<file path="src/rtl/dmem_arbiter.sv">
// dmem_arbiter -- two-master arbiter/sequencer in front of a single-port data memory.
//
// Master 0 is the CPU load/store stage, master 1 a DMA/peripheral port. One
// request is latched at a time, checked for range (< ADDR_LIMIT) and word
// alignment, and the memory strobe is driven for exactly one cycle. The owning
// master receives a one-cycle ack together with read data and an error flag.
//
// Flow: IDLE -(any req)-> ACCESS -> RESP -> IDLE. Request sampled at edge E,
// memory access during cycle E+1, ack during cycle E+2.
//
// Ports:
//   clk, reset                         clock, async active-high reset
//   mX_req/mX_wr/mX_addr/mX_wdata      master X request (X = 0,1)
//   mX_ack/mX_rdata/mX_err             master X one-cycle response
//   mem_rd/mem_wr/mem_addr/mem_wdata   memory strobes and latched address/data
//   mem_rdata                          combinational memory read data
//   busy                               high in ACCESS and RESP
//
// Build option:
//   DMEM_ARB_FIXED_PRIO_EN  defined   -> master 0 always wins a tie
//                           undefined -> round-robin on ties (default)

module dmem_arbiter #(
  parameter int ADDR_LIMIT = 256,
  parameter int DATA_W     = 32
) (
  input  logic              clk,
  input  logic              reset,
  input  logic              m0_req,
  input  logic              m0_wr,
  input  logic [DATA_W-1:0] m0_addr,
  input  logic [DATA_W-1:0] m0_wdata,
  output logic              m0_ack,
  output logic [DATA_W-1:0] m0_rdata,
  output logic              m0_err,
  input  logic              m1_req,
  input  logic              m1_wr,
  input  logic [DATA_W-1:0] m1_addr,
  input  logic [DATA_W-1:0] m1_wdata,
  output logic              m1_ack,
  output logic [DATA_W-1:0] m1_rdata,
  output logic              m1_err,
  output logic              mem_rd,
  output logic              mem_wr,
  output logic [DATA_W-1:0] mem_addr,
  output logic [DATA_W-1:0] mem_wdata,
  input  logic [DATA_W-1:0] mem_rdata,
  output logic              busy
);

  typedef enum logic [1:0] {
    IDLE   = 2'd0,
    ACCESS = 2'd1,
    RESP   = 2'd2
  } state_t;

  state_t            state, state_nxt;
  logic              owner;     // 0 = master 0, 1 = master 1
  logic              winner;
  logic              wr_l;
  logic [DATA_W-1:0] addr_l;
  logic [DATA_W-1:0] wdata_l;
  logic [DATA_W-1:0] rdata_q;
  logic              err_q;
  logic              bad;

  // Arbitration: a lone requester always wins; only ties consult the policy.
`ifdef DMEM_ARB_FIXED_PRIO_EN
  always_comb begin
    winner = ~m0_req & m1_req;
  end
`else
  logic last_grant;

  always_comb begin
    if (m0_req && m1_req) winner = ~last_grant;
    else                  winner = ~m0_req & m1_req;
  end

  // Reset to 1 so master 0 takes the first tie after reset.
  always_ff @(posedge clk or posedge reset) begin
    if (reset)              last_grant <= 1'b1;
    else if (state == RESP) last_grant <= owner;
  end
`endif

  // Range/alignment check works only from latched registers, so the strobes
  // below never glitch with master inputs.
  assign bad = (addr_l >= DATA_W'(ADDR_LIMIT)) || (addr_l[1:0] != 2'b00);

  // State register
  always_ff @(posedge clk or posedge reset) begin
    if (reset) state <= IDLE;
    else       state <= state_nxt;
  end

  // Next state and outputs
  always_comb begin
    state_nxt = state;
    mem_rd    = 1'b0;
    mem_wr    = 1'b0;
    m0_ack    = 1'b0;
    m1_ack    = 1'b0;
    m0_rdata  = '0;
    m1_rdata  = '0;
    m0_err    = 1'b0;
    m1_err    = 1'b0;
    busy      = 1'b0;
    unique case (state)
      IDLE: begin
        if (m0_req || m1_req) state_nxt = ACCESS;
      end
      ACCESS: begin
        busy      = 1'b1;
        mem_rd    = ~bad & ~wr_l;
        mem_wr    = ~bad &  wr_l;
        state_nxt = RESP;
      end
      RESP: begin
        busy      = 1'b1;
        state_nxt = IDLE;
        if (owner) begin
          m1_ack   = 1'b1;
          m1_rdata = rdata_q;
          m1_err   = err_q;
        end else begin
          m0_ack   = 1'b1;
          m0_rdata = rdata_q;
          m0_err   = err_q;
        end
      end
      default: state_nxt = IDLE;
    endcase
  end

  assign mem_addr  = addr_l;
  assign mem_wdata = wdata_l;

  // Request latch and response capture
  always_ff @(posedge clk or posedge reset) begin
    if (reset) begin
      owner   <= 1'b0;
      wr_l    <= 1'b0;
      addr_l  <= '0;
      wdata_l <= '0;
      rdata_q <= '0;
      err_q   <= 1'b0;
    end else begin
      if (state == IDLE && (m0_req || m1_req)) begin
        owner   <= winner;
        wr_l    <= winner ? m1_wr    : m0_wr;
        addr_l  <= winner ? m1_addr  : m0_addr;
        wdata_l <= winner ? m1_wdata : m0_wdata;
      end
      if (state == ACCESS) begin
        // Writes and rejected accesses return zero data.
        rdata_q <= (!wr_l && !bad) ? mem_rdata : '0;
        err_q   <= bad;
      end
    end
  end

endmodule

</file>
<file path="config.mk">
export PLATFORM = sky130hd
export DESIGN_NAME = dmem_arbiter
export DESIGN_NICKNAME = d
export VERILOG_FILES = /design/src/rtl/dmem_arbiter.sv
export SDC_FILE = /design/constraint.sdc
export NUM_CORES = 1
export LEC_CHECK = 0
export CORE_ASPECT_RATIO = 1.1
export CORE_MARGIN = 1.5
export CORE_UTILIZATION = 39
export CTS_CLUSTER_SIZE = 20
export DETAILED_ROUTE_END_ITERATION = 8
export GPL_ROUTABILITY_DRIVEN = 0
export PLACE_DENSITY = 0.83
export SETUP_SLACK_MARGIN = 0.1
export SKIP_LAST_GASP = 1
export SYNTH_ARGS = -nofsm -noshare
export SYNTH_HDL_FRONTEND = slang
export SYNTH_SLANG_ARGS = --single-unit
</file>
<file path="constraint.sdc">
create_clock -name clk -period 4 [get_ports clk]
set_clock_uncertainty 0.2 [all_clocks]
set_input_delay 0.6 -clock clk [delete_from_list [all_inputs] [get_ports clk]]
set_output_delay 0.6 -clock clk [all_outputs]
set_load 0.02 [all_outputs]
</file>
**Word level (Yosys, flattened, before mapping)**

Cells that the tools add are included.

- Output and inout port bits: 135
- Register bits: 102
- Word-level logic and storage cells: 51

- Muxes and demuxes: 22
- Reduce and logical (&&, ||, !) cells: 10
- Magnitude comparators: 1
- Bitwise operators: 7
- Equality and inequality tests: 3

Operator list:

| kind | number |
|---|---|
| 32-bit 2-to-1 mux | 7 |
| 32-bit by 9-bit greater-or-equal comparator with 1-bit output, second input constant | 1 |
| 1-bit 2-to-1 mux | 13 |
| 1-bit NOT | 4 |
| 2-bit one-hot mux with 2 select lines | 1 |
| 1-bit AND | 3 |
| 1-bit logical AND | 3 |
| 2-bit by 1-bit equality test with 1-bit output, second input constant | 1 |
| 2-bit equality test, second input constant | 1 |
| 1-bit zero test | 2 |
| 2-bit zero test | 1 |
| 1-bit logical OR | 2 |
| 2-bit 2-to-1 mux | 1 |
| 2-bit inequality test, second input constant | 1 |
| 2-bit nonzero test | 1 |
| 2-bit OR reduction | 1 |

**Logic depth before layout (Yosys ltp)**

- Depth in word-level cells: 5
- Mapped depth: 7
- Mapped depth without buffers: 5

**Worst setup path after synthesis**

Ideal clock, no wire load.

- Path type: register to output
- Start point: register state[1]
- End point: output mem_rd
- Arrival time: 1836 ps
- Path buffers: 2
- Cell stages (with the launch flop): 8
- Slack: 1364 ps
- Path through: dfrtp_1 > inv_1 > ha_1 > buf_2 > nor4b_4 > nand4_4 > buf_6 > nor4_2

- Cells in the longest elaborated chain, start to end: 2

RTL lines:

| what | line | source |
|---|---|---|
| start, declared | 57 | `state_t state, state_nxt;` |
| start signal, assigned | 94 | `else state <= state_nxt;` |
| 2-bit by 1-bit equality test with 1-bit output | 109 | `unique case (state)` |
| 1-bit 2-to-1 mux | 109 |  |
| end, declared | 43 | `output logic mem_rd,` |

Every way passes these cells.

**Worst setup path after layout**

Ends and elaborated chain as after synthesis.

==> implementation parameters <==
Parameter                              Value

Timing
  Slew at the pin with the worst max-slew slack    1162 ps
  Total count of max-transition violations in the final report    0
  Sum of negative setup slack    0 ps
  Clock period minus final worst setup slack    3448 ps
  Final cycle utilization of the critical path    86.20%
  Count of final hold-check violations    0
  Min setup slack post-route    552.1 ps
  Tightest slew margin relative to the limit    22.26%
  Unrepaired setup endpoints after global routing    no
  Timing-limited maximum frequency    0.2900 GHz
  Number of setup violations in the final report    0

GRT
  Maximum number of pins on one net before global-route repair    105
  Aggregate global routing overflow    0
  Number of antenna violations at the first check in global routing    0
  Wire length of the first global-routing pass    25700 µm
  Via count of the first global-routing pass    5085
  Global-route total usage across every layer    22.22%

Floorplanning
  Core Rows    45
  Top-Level Pins    301
  Height of the die    127.1 µm
  Standard cell core area    13740 µm²
  Initial standard-cell utilization of the core    39.74%
  Die area    14720 µm²
  Die boundary width    115.8 µm

Logic synthesis
  Total number of yosys warnings    0
  Synth Area per Inst    10.20 µm²
  Sequential-to-total area share from yosys stat    46.78%
  Cell type with the largest total area after synthesis    dfrtp_1
  Cell types occupying the most area after synthesis    dfrtp_1 46%, mux2i_1 12%, o32ai_2 8.3%
  Post-synth ARST share    100.0%
  Seq cells post-synth    102
  Post-synth top cells    101 x dfrtp_1, 67 x nand2_1, 66 x o21ai_0
  Synth top area share    46.30%
  Flip-flop cell with the highest count after synthesis    dfrtp_1
  Combined area of all synthesized cells    5459 µm²
  Post-Synthesis Cells    535
  Most used standard cell by instance count after synthesis    dfrtp_1
  Synthesized Nets    704
  Number of unique standard cell types used by synthesis    30
  Number of flops mapped to enable cells by yosys    0

Layout
  Fin cells    1003
  Layout area overhead    63.26%
  Count of fill cells added during filler insertion    1098
  Share of post-route cells with drive strength above 1    8.466%
  Ant. Diodes    0
  Post-layout net count    981

Drt
  1st-pass router iterations    4
  Total DRC errors in the routed layout    0
  Wire length on met2    8148 µm
  Met1 routed wirelength after detailed routing    6370 µm
  Per-cell routed wire length    16.21 µm
  Routed length on met3    1229 µm
  Via density per instance    4.979
  Total detailed-routing wirelength    16250 µm
  Routed vias    4994
  1st-iter DRT viols    208
  Detail Route Antenna Nets    0
  Highest Signal Layer    met4

Worst setup path
  Crit-path cells    inv_1, ha_2, nor4b_4, nand4_4, buf_4, nor4_2, clkdlybuf4s50_1
  Category of the critical setup timing path    reg2out
  Depth of the worst register-to-register path    3
  Worst reg2reg path startpoint    mem_addr[27]
  Setup slack, reg-to-reg    1790 ps
  Element type at the critical path end    primary output
  Capture point of the worst reg-to-reg path    rdata_q[3]
  Arrival time at the worst endpoint    2650 ps
  CP Data Required Time    3200 ps
  Maximum fanout encountered on the critical timing path    34
  Cell with the largest stage delay on the worst path    clkdlybuf4s50_1
  Slowest Stage Delay on Critical Path    640 ps
  CP startpoint    state[1]
  Kind of launch point of the worst setup path    register

Placement
  Pre-CTS WS    887.3 ps
  DPL Wire Length    12560 µm
  Dpl cells    989
  Number of port buffers    300

Pwr
  Leakage    0.003685 µW
  Cell area power density    563.4 nW/µm²
  IR Drop Worst-Case VDD    299.5 µV

Clock network
  Clock H-tree levels    3
  Max Root-Sink Buffers    2
  Clk root buf    clkbuf_16
  TritonCTS clock tree    yes
  Worst skew pair latency    340 ps
  Clock-pin slew on the worst setup and hold paths    70 ps
  Resized Gates After CTS    0
  Post-CTS setup repair buffer count    0
  Post-CTS Hold Buffers    0
  CTS sink count    102
  Number of buffers added by the clock tree synthesis step    9

Job
  Max-cap viol count    0

Min path
  Hold path depth    2
  Worst min path class    reg2reg
  Endpoint of the worst hold-timing path    mem_wdata[8]
  Hold path startpoint    mem_wdata[8]

Outcome
  Run status    finished clean
sequential cells by signal (all words and copies together) (netlist names):
name / cells
err_q: 1
state: 2
mem_addr: 32
wr_l: 1
mem_wdata: 32
owner: 1
last_grant: 1
rdata_q: 32
placed cells by master (no fill, tap or decap), types with 2 or more instances in the layout:
cell type,n
nand2_1,66
o32ai_2,28
clkdlybuf4s50_1,300
dfrtp_1,101
nor4_1,2
mux2_2,2
nor4_2,5
clkinvlp_4,2
and3_1,33
and2_1,34
inv_1,35
clkbuf_16,9
o21ai_0,65
mux2i_1,65
buf_4,9
buf_12,3
nand3_1,32
o32ai_1,4
ha_1,2
cell type report:
class | instances | area [µm²] | area share, %
clock inverters | 4 | 50.05 | 0.5616
repair buffers | 312 | 3131 | 35.13
well taps | 188 | 235.2 | 2.639
flip-flops and latches | 102 | 2554 | 28.65
inverters | 36 | 137.6 | 1.544
clock buffers | 10 | 229.0 | 2.569
multi-input cells | 351 | 2576 | 28.91
logic make-up after synthesis:
| logic type | synth area share, % |
|---|---|
| AOI/OAI and AO/OA | 15.65 |
| DFF | 46.78 |
| and+or+nand+nor | 17.90 |
| adders and majority gates | 0.6877 |
| buffers and inverters | 6.647 |
| muxes | 12.33 |
per-stage QoR:
step	instance area [µm²]	util [%]	hold WS, ps	power [µW]
after floorplan	5459	-	286.4	3031
after global placement	8633	62.84	260.0	4138
after detailed placement	8633	62.84	273.3	4226
after CTS	8912	64.87	287.0	5083
after global routing	8912	64.87	311.8	5347
final	8912	64.87	280.2	5021
worst max-delay path, delay by kind of cell (launching register included):
family | cells | cell delay, ps
adders and majority gates | 1 | 180
buffers and inverters | 3 | 1060
DFF | 1 | 390
and+or+nand+nor | 3 | 670
metal layers:
layer	global-route usage, %	vias up
met5	0	-
met4	9.397	0
met3	4.364	33
met2	38.75	235
met1	26.52	2313
li1	-	2413
power by group:
part / internal, µW / switching, µW / total [µW]
logic: 1100 / 1450 / 2550
clock network: 477 / 365 / 842
registers: 1380 / 249 / 1630
how the worst max path moves through the flow:
| stage | end | slack, ps | depth (start not counted) |
|---|---|---|---|
| 2_1_floorplan | err_q | 530 | 1 |
| 3_3_place_gp | mem_rd | 930 | 7 |
| 3_5_place_dp | mem_rd | 890 | 7 |
| 4_1_cts | mem_rd | 520 | 7 |
| 5_1_grt | mem_rd | 430 | 7 |
| 6_report | mem_rd | 550 | 7 |
Note: power is estimated with default switching activity, not from simulation.
==> variant, RTL diff (same flow settings) <==
The parameter `DATA_W` goes from 32 to 40.
--- a/src/rtl/dmem_arbiter.sv
+++ b/src/rtl/dmem_arbiter.sv
@@ -22,7 +22,7 @@
 
 module dmem_arbiter #(
   parameter int ADDR_LIMIT = 256,
-  parameter int DATA_W     = 32
+  parameter int DATA_W     = 40
 ) (
   input  logic              clk,
   input  logic              reset,
Ports: changed (9 resized); port bits go from 301 to 373. The function was not compared with the original's and may differ.
==> variant against the unedited design <==
Critical path depth is 1 lower; routed wire length is 43% higher; area after synthesis is 29% higher; count of clock-buffer cells in the layout is 7 higher; non-clock buffer count is 76 higher; utilization is 0.19 points higher; sequential cell count is 24 higher; maximum frequency is 7.5% higher; power is 37% higher; cell area is 29% higher; setup slack better by 0.24 ns; first-iteration DRC count is 55% higher; critical path type unchanged.
==> variant: results (changes against the unedited design) <==
- Outcome: completed
- Fillers: 1542 (+40%)
- Critical Path Start: state[1]
- Clk slew on worst S/H paths: 0.07 ns (about the same)
- Cell leakage power: 0.004820 uW (+31%)
- Commonest cells post-synth: dfrtp_1 (125), nand2_1 (83), mux2i_1 (81), o21ai_0 (61), and2_1 (42)
- Worst R2R Path Depth: 6 (+3)
- Hold WS: 0.2802 ns (-0.00005500 ns)
- GRT Util Overall: 0.2460 (+0.02385)
- Seq/Total Area, Yosys: 0.4462 (-0.02160)
- DP Worst Slack: 1.217 ns (+0.3293 ns)
- Max_slew headroom: 0.5107 (+0.2881)
- HP Class: register to register
- Synth async-reset ratio: 1.000 (unchanged)
- Synth area leaders: dfrtp_1 (44%), mux2i_1 (11%), o31ai_2 (7.1%)
- Post-synth EDFFs: 0 (unchanged)
- Post-Route WL: 23260 um (+43%)
- CP max stage delay: 0.66 ns (+0.02 ns)
- Root Buffer: clkbuf_16
- Via Count: 6582 (+32%)
- Reg-to-reg endpoint: err_q
- Cell Pwr Density: 594.2 nW/um^2 (+5.5%)
- Proportion of synthesized area in mux cells: 0.1179 (-0.005434)
- Layout cells sized above 1: 0.09690 (+0.01223)
- F_max: 0.3119 GHz (+7.5%)
- Avg Cell Area, Syn: 9.971 um^2 (-2.3%)
- Met1 usage: 0.2828 (+0.01754)
- Synth Area in Adders: 0.005310 (-0.001566)
- Reg2Reg Setup Slack: 1.83 ns (+0.04 ns)
- Final net count: 1259 (+28%)
- Pre-antenna DRT Iters: 4 (unchanged)
- Largest net degree at the start of global routing: 116 (+10%)
- Hpwl dp: 17410 um (+39%)
- Initial antenna violation count: 0 (unchanged)
- Maximum fanout along the worst path: 3 (-91%)
- Met3 usage: 0.07676 (+0.03312)
- Sw Pwr: 2880 uW (+40%)
- Global-route wire length before repair: 36220 um (+41%)
- Num CTS Buffers: 17 (+8)
- Starting DRC count in detailed routing: 323 (+55%)
- Vias in the first global route: 6692 (+32%)
- VDD IR-drop max: 0.0004624 V (+54%)
- Xor-xnor portion of the synthesized cell area: 0 (unchanged)
- Clock Latency Late Sink: 0.42 ns (+0.08 ns)
- Met2 Usage GRT: 0.4333 (+0.04576)
- Critical path arrival: 2.41 ns (-0.24 ns)
- H-tree depth: 4 (+1)
- IO Port Bufs: 372 (+24%)
- Unique masters post-synth: 32 (+6.7%)
- Syn Nets: 918 (+30%)
- Wire per inst: 17.88 um (+10%)
- Synth Area in Compound Gates: 0.1342 (-0.02238)
-- variant: cell count changes after synthesis, sizes merged, moves of 24 or more --
cell    unedited run  this run
o32ai             32         0
nor2b              1        41
nand2b             0        40
o31ai              0        40
inv               36         4
dfrtp            101       125
nand4              1        41
nand3             32         1
-- variant: kinds of logic (layout without fill, tap and decap cells) --
| logic type | Yosys count | count (layout) |
|---|---|---|
| adders and majority gates | 3 | 3 |
| and+or+nand+nor | 301 | 301 |
| AOI/OAI and AO/OA | 126 | 126 |
| DFF | 126 | 126 |
| buffers and inverters | 70 | 424 |
| muxes | 83 | 83 |
-- variant: layout make-up --
cell class              count  area [um^2]  area share
clock inverters            15        151.4     0.01312
flip-flops and latches    126         3154      0.2733
clock buffers              17        425.4     0.03686
multi-input cells         513         3612      0.3130
repair buffers            388         3881      0.3363
inverters                   4        18.77    0.001626
well taps                 238        297.8     0.02580
-- variant: through the flow --
| step | total power (uW) | area [um^2] |
|---|---|---|
| after floorplan | 3813 | 7073 |
| after global placement | 5334 | 10960 |
| after detailed placement | 5398 | 10960 |
| after CTS | 6933 | 11540 |
| after global routing | 7276 | 11540 |
| final | 6858 | 11540 |
-- variant: worst min-delay path by stage --
stage / startpoint / to / cells past startpoint
after CTS: mem_wdata[23] / mem_wdata[23] / 2
after detailed placement: mem_wdata[23] / mem_wdata[23] / 2
after global placement: mem_wdata[1] / mem_wdata[1] / 2
final: mem_wdata[14] / mem_wdata[14] / 2
after floorplan: rdata_q[0] / rdata_q[0] / 2
after global routing: mem_wdata[38] / mem_wdata[38] / 2
-- variant: power by group through the flow --
| stage | clock [uW] | combinational, uW | sequential [uW] |
|---|---|---|---|
| after floorplan | 0 | 1320 | 2490 |
| after global placement | 0 | 3250 | 2080 |
| after detailed placement | 0 | 3290 | 2110 |
| after CTS | 1550 | 3300 | 2090 |
| after global routing | 1600 | 3520 | 2150 |
| final | 1510 | 3260 | 2090 |
-- variant: per-layer routing --
layer | vias to the layer above | share of wire
met4 | 0 | 0.033
li1 | 3180 | -
met2 | 287 | 0.50
met5 | - | 0
met1 | 3072 | 0.39
met3 | 43 | 0.075
-- variant: worst register-to-register path: cells and delay by family, from the launching register on --
kind | cells | cell delay [ns]
AO/OA/AOI/OAI | 1 | 0.44
AND/OR/NAND/NOR | 2 | 0.39
adder cells (fa/ha/maj) | 1 | 0.16
flip-flops | 1 | 0.39
buffers and inverters | 2 | 0.47
